==> config.mk <==
export PLATFORM = sky130hd
export DESIGN_NAME = dff_pipe
export DESIGN_NICKNAME = d
export VERILOG_FILES = /design/src/rtl/dff_pipe.sv
export SDC_FILE = /design/constraint.sdc
export NUM_CORES = 1
export LEC_CHECK = 0
export ABC_AREA = 1
export BUFFER_PORTS_ARGS = -buffer_cell sky130_fd_sc_hd__buf_2
export CAP_MARGIN = 20
export CELL_PAD_IN_SITES_DETAIL_PLACEMENT = 0
export CELL_PAD_IN_SITES_GLOBAL_PLACEMENT = 2
export CORE_UTILIZATION = 40
export DETAILED_ROUTE_END_ITERATION = 10
export PLACE_DENSITY_LB_ADDON = 0.1
export SLEW_MARGIN = 15
export SYNTH_ARGS = -nofsm -noshare
export SYNTH_HDL_FRONTEND = slang
export SYNTH_SLANG_ARGS = --single-unit
==> constraint.sdc <==
create_clock -name clk -period 3.48 [get_ports clk]
set_input_delay 0.696 -clock clk [delete_from_list [all_inputs] [get_ports clk]]
set_output_delay 0.696 -clock clk [all_outputs]
set_load 0.03 [all_outputs]
==> src/rtl/dff_pipe.sv <==
// dff_pipe: DEPTH-stage WIDTH-bit register pipeline with valid/ready handshake,
// bubble collapse, synchronous flush and occupancy count. Macro DFF_PIPE_CLR_DATA_EN adds data reset.
module dff_pipe #(
    parameter int unsigned             WIDTH     = 8,
    parameter int unsigned             DEPTH     = 4,
    parameter logic [WIDTH-1:0]        RESET_VAL = {WIDTH{1'b0}},
    localparam int unsigned            OCC_W     = $clog2(DEPTH + 1)
) (
    input  logic             clk,
    input  logic             reset,
    input  logic             flush,
    input  logic             in_valid,
    output logic             in_ready,
    input  logic [WIDTH-1:0] in_data,
    output logic             out_valid,
    input  logic             out_ready,
    output logic [WIDTH-1:0] out_data,
    output logic [OCC_W-1:0] occupancy
);

    logic [DEPTH-1:0] valid_q;
    logic [DEPTH-1:0] valid_d;
    logic [WIDTH-1:0] data_q [DEPTH];
    logic [WIDTH-1:0] data_d [DEPTH];
    logic [DEPTH-1:0] rdy_s;
    logic [DEPTH:0]   src_valid_s;
    logic [WIDTH-1:0] src_data_s [DEPTH+1];
    logic [OCC_W-1:0] occ_s;

    // Ready chain: a stage is ready when it or any stage after it is empty, or the sink accepts.
    always_comb begin
        logic acc;
        acc   = out_ready;
        rdy_s = {DEPTH{1'b0}};
        for (int i = DEPTH - 1; i >= 0; i--) begin
            acc      = acc | ~valid_q[i];
            rdy_s[i] = acc;
        end
    end

    // Source of each stage: the upstream port for stage 0, the previous stage otherwise.
    always_comb begin
        src_valid_s   = {valid_q, in_valid};
        src_data_s[0] = in_data;
        for (int i = 0; i < DEPTH; i++) begin
            src_data_s[i+1] = data_q[i];
        end
    end

    // Next state: flush clears every valid but leaves data untouched; data loads only with a valid source.
    always_comb begin
        valid_d = valid_q;
        for (int i = 0; i < DEPTH; i++) begin
            data_d[i] = data_q[i];
            if (flush) begin
                valid_d[i] = 1'b0;
            end else if (rdy_s[i]) begin
                valid_d[i] = src_valid_s[i];
                if (src_valid_s[i]) begin
                    data_d[i] = src_data_s[i];
                end else begin
                    data_d[i] = data_q[i];
                end
            end else begin
                valid_d[i] = valid_q[i];
            end
        end
    end

    // Occupancy is the population count of the registered valid bits.
    always_comb begin
        occ_s = {OCC_W{1'b0}};
        for (int i = 0; i < DEPTH; i++) begin
            occ_s = occ_s + OCC_W'(valid_q[i]);
        end
    end

    // Valid bit register; reset has priority over flush.
    always_ff @(posedge clk) begin
        if (reset) begin
            valid_q <= {DEPTH{1'b0}};
        end else begin
            valid_q <= valid_d;
        end
    end

`ifdef DFF_PIPE_CLR_DATA_EN
    // Data registers with reset to RESET_VAL.
    always_ff @(posedge clk) begin
        if (reset) begin
            for (int i = 0; i < DEPTH; i++) begin
                data_q[i] <= RESET_VAL;
            end
        end else begin
            data_q <= data_d;
        end
    end
`else
    // Data registers without reset; contents are don't-care while their valid is low.
    always_ff @(posedge clk) begin
        data_q <= data_d;
    end
`endif

    assign in_ready  = rdy_s[0] & ~flush;
    assign out_valid = valid_q[DEPTH-1] & ~flush;
    assign out_data  = data_q[DEPTH-1];
    assign occupancy = occ_s;

endmodule
==> metrics.md, run 1 <==
| Metric | Value |
|---|---|
| PwrDens | `approximately 470 mW/mm2` |
| Initial Util | `a little over two fifths` |
| Final max-slew violation count | `0` |
| R2R depth | `2` |
| Die span in x | `58.96 um` |
| Vias in the first global route | `a little over 500` |
| Kind of critical path | `flip-flop to output pin` |
| PostCTS Resize Cnt | `0` |
| Routed Antenna Nets | `0` |
| TritonCTS Buffers | `5` |
| CTS tree | `built` |
| RSZ-0062 raised after global routing | `no` |
| Leakage | `roughly 0.6 nW` |
| Worst-path clk slew | `roughly 0.1 ns` |
| Largest net degree at the start of global routing | `12` |
| Worst hold path type | `flip-flop to flip-flop` |
| Core area | `just over 0.003 mm2` |
| DR pass1 iterations | `3` |
| Final hold violations | `0` |
| Gp weighted congestion | `0.6825` |
| I/O Buffers | `25` |
| Max-Cap Viols | `0` |
| Post-Syn Area | `0.001297 mm2` |
| Worst R2R Start | `valid_q[2]` |
| Worst Path Arrival | `between 2 and 2.5 ns` |
| Max_slew headroom | `60.76%` |
| Non-Filler Instances | `~140` |
| Detailed placer's ending HPWL | `roughly 960 um` |
| DR WL/cell | `about 8.6 um` |
| Peak Freq | `368.9 MHz` |
| Post-route clock period utilization | `77.90%` |
| Final Power | `a little under 0.7 mW` |
| Placed Cells | `136` |
| WHS Endpoint | `out_data[2]` |
| Drt total wl | `between 1000 and 1500 um` |
| Clk_skew | `0.007206 ns` |
| Rows | `20` |
| Area growth syn-to-layout | `13.21%` |
| Top FF cell, synth | `edfxtp_1` |
| Root Driver | `clkbuf_4` |
| Leading area contributor after synthesis | `edfxtp_1` |
| Ant diodes | `0` |
| Post-CTS Setup Bufs | `0` |
| Syn Area/Cell | `~17 um2` |
| Final hold slack | `between 0.4 and 0.5 ns` |
| Synth Net Count | `91` |
| CP Max Fanout | `4` |
| Die height | `58.96 um` |
| Worst hold path cell count | `0` |
| Gr ovfl total | `0` |
| Sequential fraction of the synthesis area | `about 80%` |
| Initial antenna violation count | `0` |
| Vias | `573` |
| Top-count cell post-synth | `edfxtp_1` |
| Status | `finished clean` |
| Synth Instances | `75` |
| DRT iter0 DRCs | `2` |
| Flops & latches, synth | `36` |
| Layout Nets | `roughly 120` |
| Clk_lat worst skew | `0.31 ns` |
| CTS Sinks | `36` |
| Hold Crit Start | `data_q[10]` |
| H-tree Lvls | `2` |
| Critical path required time | `2.78 ns` |
| Syn. warnings | `0` |
| Synth top area cells | `edfxtp_1, dfxtp_1, buf_4, inv_1, ha_1` |
| Final-report setup violation count | `0` |
| End of the worst register-to-register path | `out_data[6]` |
| Share of Yosys cell area claimed by the top area cell type | `roughly three quarters` |
| Worst slew pin tran | `approximately 0.6 ns` |
| Post-synth top cells | `edfxtp_1, inv_1, buf_4` |
| Total negative slack | `0 ns` |
| Final worst slack | `between 0.7 and 0.8 ns` |
| Die area | `around 0.0035 mm2` |
| Tot GR Track Use | `8.867%` |
| Hold_buf cts | `0` |
| Vias per cell | `3.979` |
| Synth async-reset ratio | `0%` |
| R2r setup slk | `between 2 and 2.5 ns` |
| Place WS | `1.106 ns` |
| # DRC | `0` |
| Clock buffer depth | `2` |
| Post-route cell area | `0.001469 mm2` |
| Tmin final | `about 2.7 ns` |
| Post-DP Area | `approximately 0.0014 mm2` |
| Final Util | `between 40 and 50%` |
| Fraction of layout cells with a size suffix above 1 | `between 30 and 40%` |
| Io pins | `26` |
| Startpoint Class | `flip-flop` |
| First-pass GRT wire length | `about 2100 um` |
| Worst vdd ir | `roughly 0.28 mV` |
| Post-synth EDFFs | `32` |
| Yosys cell types | `16` |
| Setup crit end kind | `output pin` |
==> per-layer routing <==
layer / track usage, % / wire [um] / vias up
met5: 0 / 0 / -
met4: 6.122 / 0 / 0
met3: 4.615 / 80 / 0
met2: 13.31 / 577 / 21
met1: 9.692 / 580 / 253
li1: - / - / 299
==> layout make-up <==
class	count	area [um2]
Timing Repair Buffer	25	125.1
Clock buffer	5	37.54
Sequential cell	36	1041
Fill cell	292	1584
Clock inverter	3	13.76
Multi-Input combinational cell	21	158.9
Inverter	10	37.54
Tap cell	44	55.05
==> flip-flops by register name, indices dropped and copies added (netlist names) <==
register / count
valid_q: 4
out_data: 8
data_q: 24
==> cell usage in the layout, fill, tap and decap left out <==
master	count
clkinv_1	1
a21oi_2	1
nor2_4	1
clkbuf_4	5
nand4_4	1
nand3_2	1
buf_2	25
or2_4	1
fa_1	1
nand3_1	2
nor2_1	6
edfxtp_1	32
nand2_1	3
dfxtp_1	4
ha_1	2
clkinv_2	2
inv_1	9
inv_2	1
a21oi_1	2
==> power breakdown <==
part / switching [mW] / internal [mW] / total [mW] / leakage, nW
clock network: 0.118 / 0.0740 / 0.192 / 0.0324
logic: 0.0123 / 0.00820 / 0.0205 / 0.233
registers: 0.00254 / 0.476 / 0.479 / 0.324
==> worst max-delay path, stage by stage (launching register included) <==
cell,delay (ns)
dfxtp_1,0.44
inv_1,0.10
fa_1,0.50
inv_1,0.04
ha_1,0.17
ha_1,0.26
buf_2,0.18
==> logic make-up (layout without fill, tap and decap cells) <==
family	Yosys count	count (layout)	share of synthesized area, %
flops	36	36	80.23
fa+ha+maj	3	3	3.471
simple gates	15	15	7.329
buf+inv	18	43	7.521
compound gates	3	3	1.447
==> worst max path at each step <==
stage	end	cells past startpoint	slack, ns	startpoint
after floorplan	occupancy[1]	5	1.18	valid_q[1]
after global placement	occupancy[1]	6	1.14	valid_q[1]
after detailed placement	occupancy[1]	6	1.11	valid_q[1]
after CTS	occupancy[1]	6	0.73	valid_q[1]
after global routing	occupancy[1]	6	0.64	valid_q[1]
final	occupancy[1]	6	0.77	valid_q[1]
No activity file was read; power rests on OpenSTA's default activity.
==> inputs of run 2 (changes only) <==
Settings changed: CORE_UTILIZATION 40 to 34.
Clock period 3.48 ns to 2.41 ns, I/O delays scaled along.
==> run 2 against run 1 <==
Clock power rose to 2.6 times the previous value. Wire length up 5.9%. Power up 77%.
==> metrics.md, run 2 (synthesized netlist as in run 1, its figures left out) <==
| Metric | Value |
|---|---|
| Critical path required time | `1.93 ns (-0.85 ns)` |
| PwrDens | `788.7 mW/mm2 (+68%)` |
| Vias | `571 (-0.35%)` |
| DRT iter0 DRCs | `6 (+4)` |
| Routed Antenna Nets | `0 (unchanged)` |
| Worst-path clk slew | `0.07 ns (-0.03 ns)` |
| DR pass1 iterations | `3 (unchanged)` |
| Tot GR Track Use | `8.053% (-0.81 points)` |
| Worst slew pin tran | `0.5882 ns (+0.001863 ns)` |
| H-tree Lvls | `2 (unchanged)` |
| Tmin final | `2.340 ns` |
| Initial Util | `35.44% (-7.1 points)` |
| RSZ-0062 raised after global routing | `no` |
| Final-report setup violation count | `0 (unchanged)` |
| Layout fillers | `354 (+21%)` |
| End of the worst register-to-register path | `data_q[30]` |
| Hold Crit Start | `in_data[2]` |
| Vias in the first global route | `548 (+7.7%)` |
| CTS tree | `built` |
| Commonest non-fill, non-tap cell in the layout | `edfxtp_1` |
| Kind of critical path | `flip-flop to output pin` |
| Io pins | `26 (unchanged)` |
| Place WS | `0.2474 ns (-0.8589 ns)` |
| Worst hold path cell count | `1 (+1)` |
| Max-Cap Viols | `0 (unchanged)` |
| Worst hold path type | `primary input to flip-flop` |
| Top reg by flops | `data_q` |
| Die span in x | `63.78 um (+8.2%)` |
| Max_slew headroom | `60.64% (-0.12 points)` |
| DR WL/cell | `8.799 um (+2.3%)` |
| Final hold violations | `0 (unchanged)` |
| CTS Sinks | `36 (unchanged)` |
| Clk_lat worst skew | `0.28 ns (-0.03 ns)` |
| Clk_skew | `0.004518 ns (-0.002688 ns)` |
| Worst Path Arrival | `1.86 ns (-0.16 ns)` |
| Multi-input combinational cell area | `158.9 um2 (unchanged)` |
| Largest net degree at the start of global routing | `13 (+1)` |
| Number of flip-flops under the largest register name | `24 (unchanged)` |
| Register Area | `0.001049 mm2 (+0.72%)` |
| Area growth syn-to-layout | `19.58%` |
| Rows | `22 (+10%)` |
| CP Max Fanout | `3 (-1)` |
| Fraction of layout cells with a size suffix above 1 | `42.57% (+4.6 points)` |
| Die height | `63.78 um (+8.2%)` |
| Total negative slack | `0 ns (unchanged)` |
| Final max-slew violation count | `0 (unchanged)` |
| Final worst slack | `0.06973 ns (-0.6992 ns)` |
| R2R depth | `4 (+2)` |
| Clock buffer depth | `2 (unchanged)` |
| Initial antenna violation count | `0 (unchanged)` |
| Placed Cells | `140 (+2.9%)` |
| Gr ovfl total | `0 (unchanged)` |
| Commonest cells after routing, fill and taps aside | `edfxtp_1, buf_2, inv_1` |
| First-pass GRT wire length | `2332 um (+9.4%)` |
| Status | `finished clean` |
| Peak Freq | `~430 MHz` |
| Detailed placer's ending HPWL | `989.6 um (+2.8%)` |
| Crit. Startpoint | `valid_q[0]` |
| Worst R2R Start | `valid_q[1]` |
| TritonCTS Buffers | `5 (unchanged)` |
| Drt total wl | `1311 um (+5.9%)` |
| Hold_buf cts | `0 (unchanged)` |
| I/O Buffers | `25 (unchanged)` |
| Vias per cell | `3.832 (-3.7%)` |
| Post-route clock period utilization | `97.11%` |
| Final hold slack | `0.3738 ns (-0.04569 ns)` |
| Die area | `0.004067 mm2 (+17%)` |
| Root Driver | `clkbuf_8` |
| Gp weighted congestion | `0.7710 (+13%)` |
| Layout Nets | `116 (+0.87%)` |
| Setup crit end kind | `output pin` |
| WHS Endpoint | `data_q[26]` |
| Non-Filler Instances | `149 (+3.5%)` |
| Core area | `0.003661 mm2 (+20%)` |
| Ant diodes | `0 (unchanged)` |
| Leakage | `0.6185 nW (+4.8%)` |
| R2r setup slk | `0.95 ns (-1.11 ns)` |
| Startpoint Class | `flip-flop` |
| # DRC | `0 (unchanged)` |
| Worst vdd ir | `0.4522 mV (+64%)` |
## run 2: worst max path at each step
stage	slack [ns]	depth (start not counted)	to
6_report	0.07	6	occupancy[1]
5_1_grt	0.007	6	occupancy[1]
4_1_cts	0.001	6	occupancy[1]
3_5_place_dp	0.25	6	occupancy[1]
3_3_place_gp	0.28	6	occupancy[1]
2_1_floorplan	0.32	5	occupancy[1]
## run 2: final cells by class
cell class / instances / area share (%)
tap: 48 / 3.871
inverter: 10 / 2.419
sequential: 36 / 67.58
clock buffer: 5 / 4.435
multi-input combinational: 21 / 10.24
clock inverter: 3 / 2.742
timing repair buffer: 26 / 8.710
## run 2: timing repair
item / in CTS / in global routing
setup buffers: 0 / 1
resized for setup: 2 / 5
setup endpoints to repair: 1 / 1
## run 2: critical path, cell delays in order, from the launching register on
cell and delay [ns]:
dfxtp_4 0.37, inv_2 0.05, fa_1 0.53, inv_1 0.04, ha_1 0.17, ha_1 0.27
buf_4 0.17
## run 2: through the flow
stage                     util (%)  power [mW]  cell area, um2
after floorplan                  -      0.7212            1297
after global placement       38.86      0.7355            1423
after detailed placement     38.86      0.7366            1423
after CTS                    41.97       1.247            1536
after global routing         42.38       1.277            1551
final                        42.38       1.224            1551
## run 2: metal layers
metal	GRT usage (%)	vias to the layer above	routed length (um)
met1	9.445	246	601
met2	11.04	25	581
met3	5.357	2	114
met4	4.261	0	14
met5	0	-	0
li1	-	298	-
## run 2: where the power goes
| part | total [mW] | switching [mW] | internal (mW) |
|---|---|---|---|
| Combinational | 0.0305 | 0.0182 | 0.0123 |
| Clock | 0.503 | 0.197 | 0.306 |
| Sequential | 0.691 | 0.00361 | 0.687 |
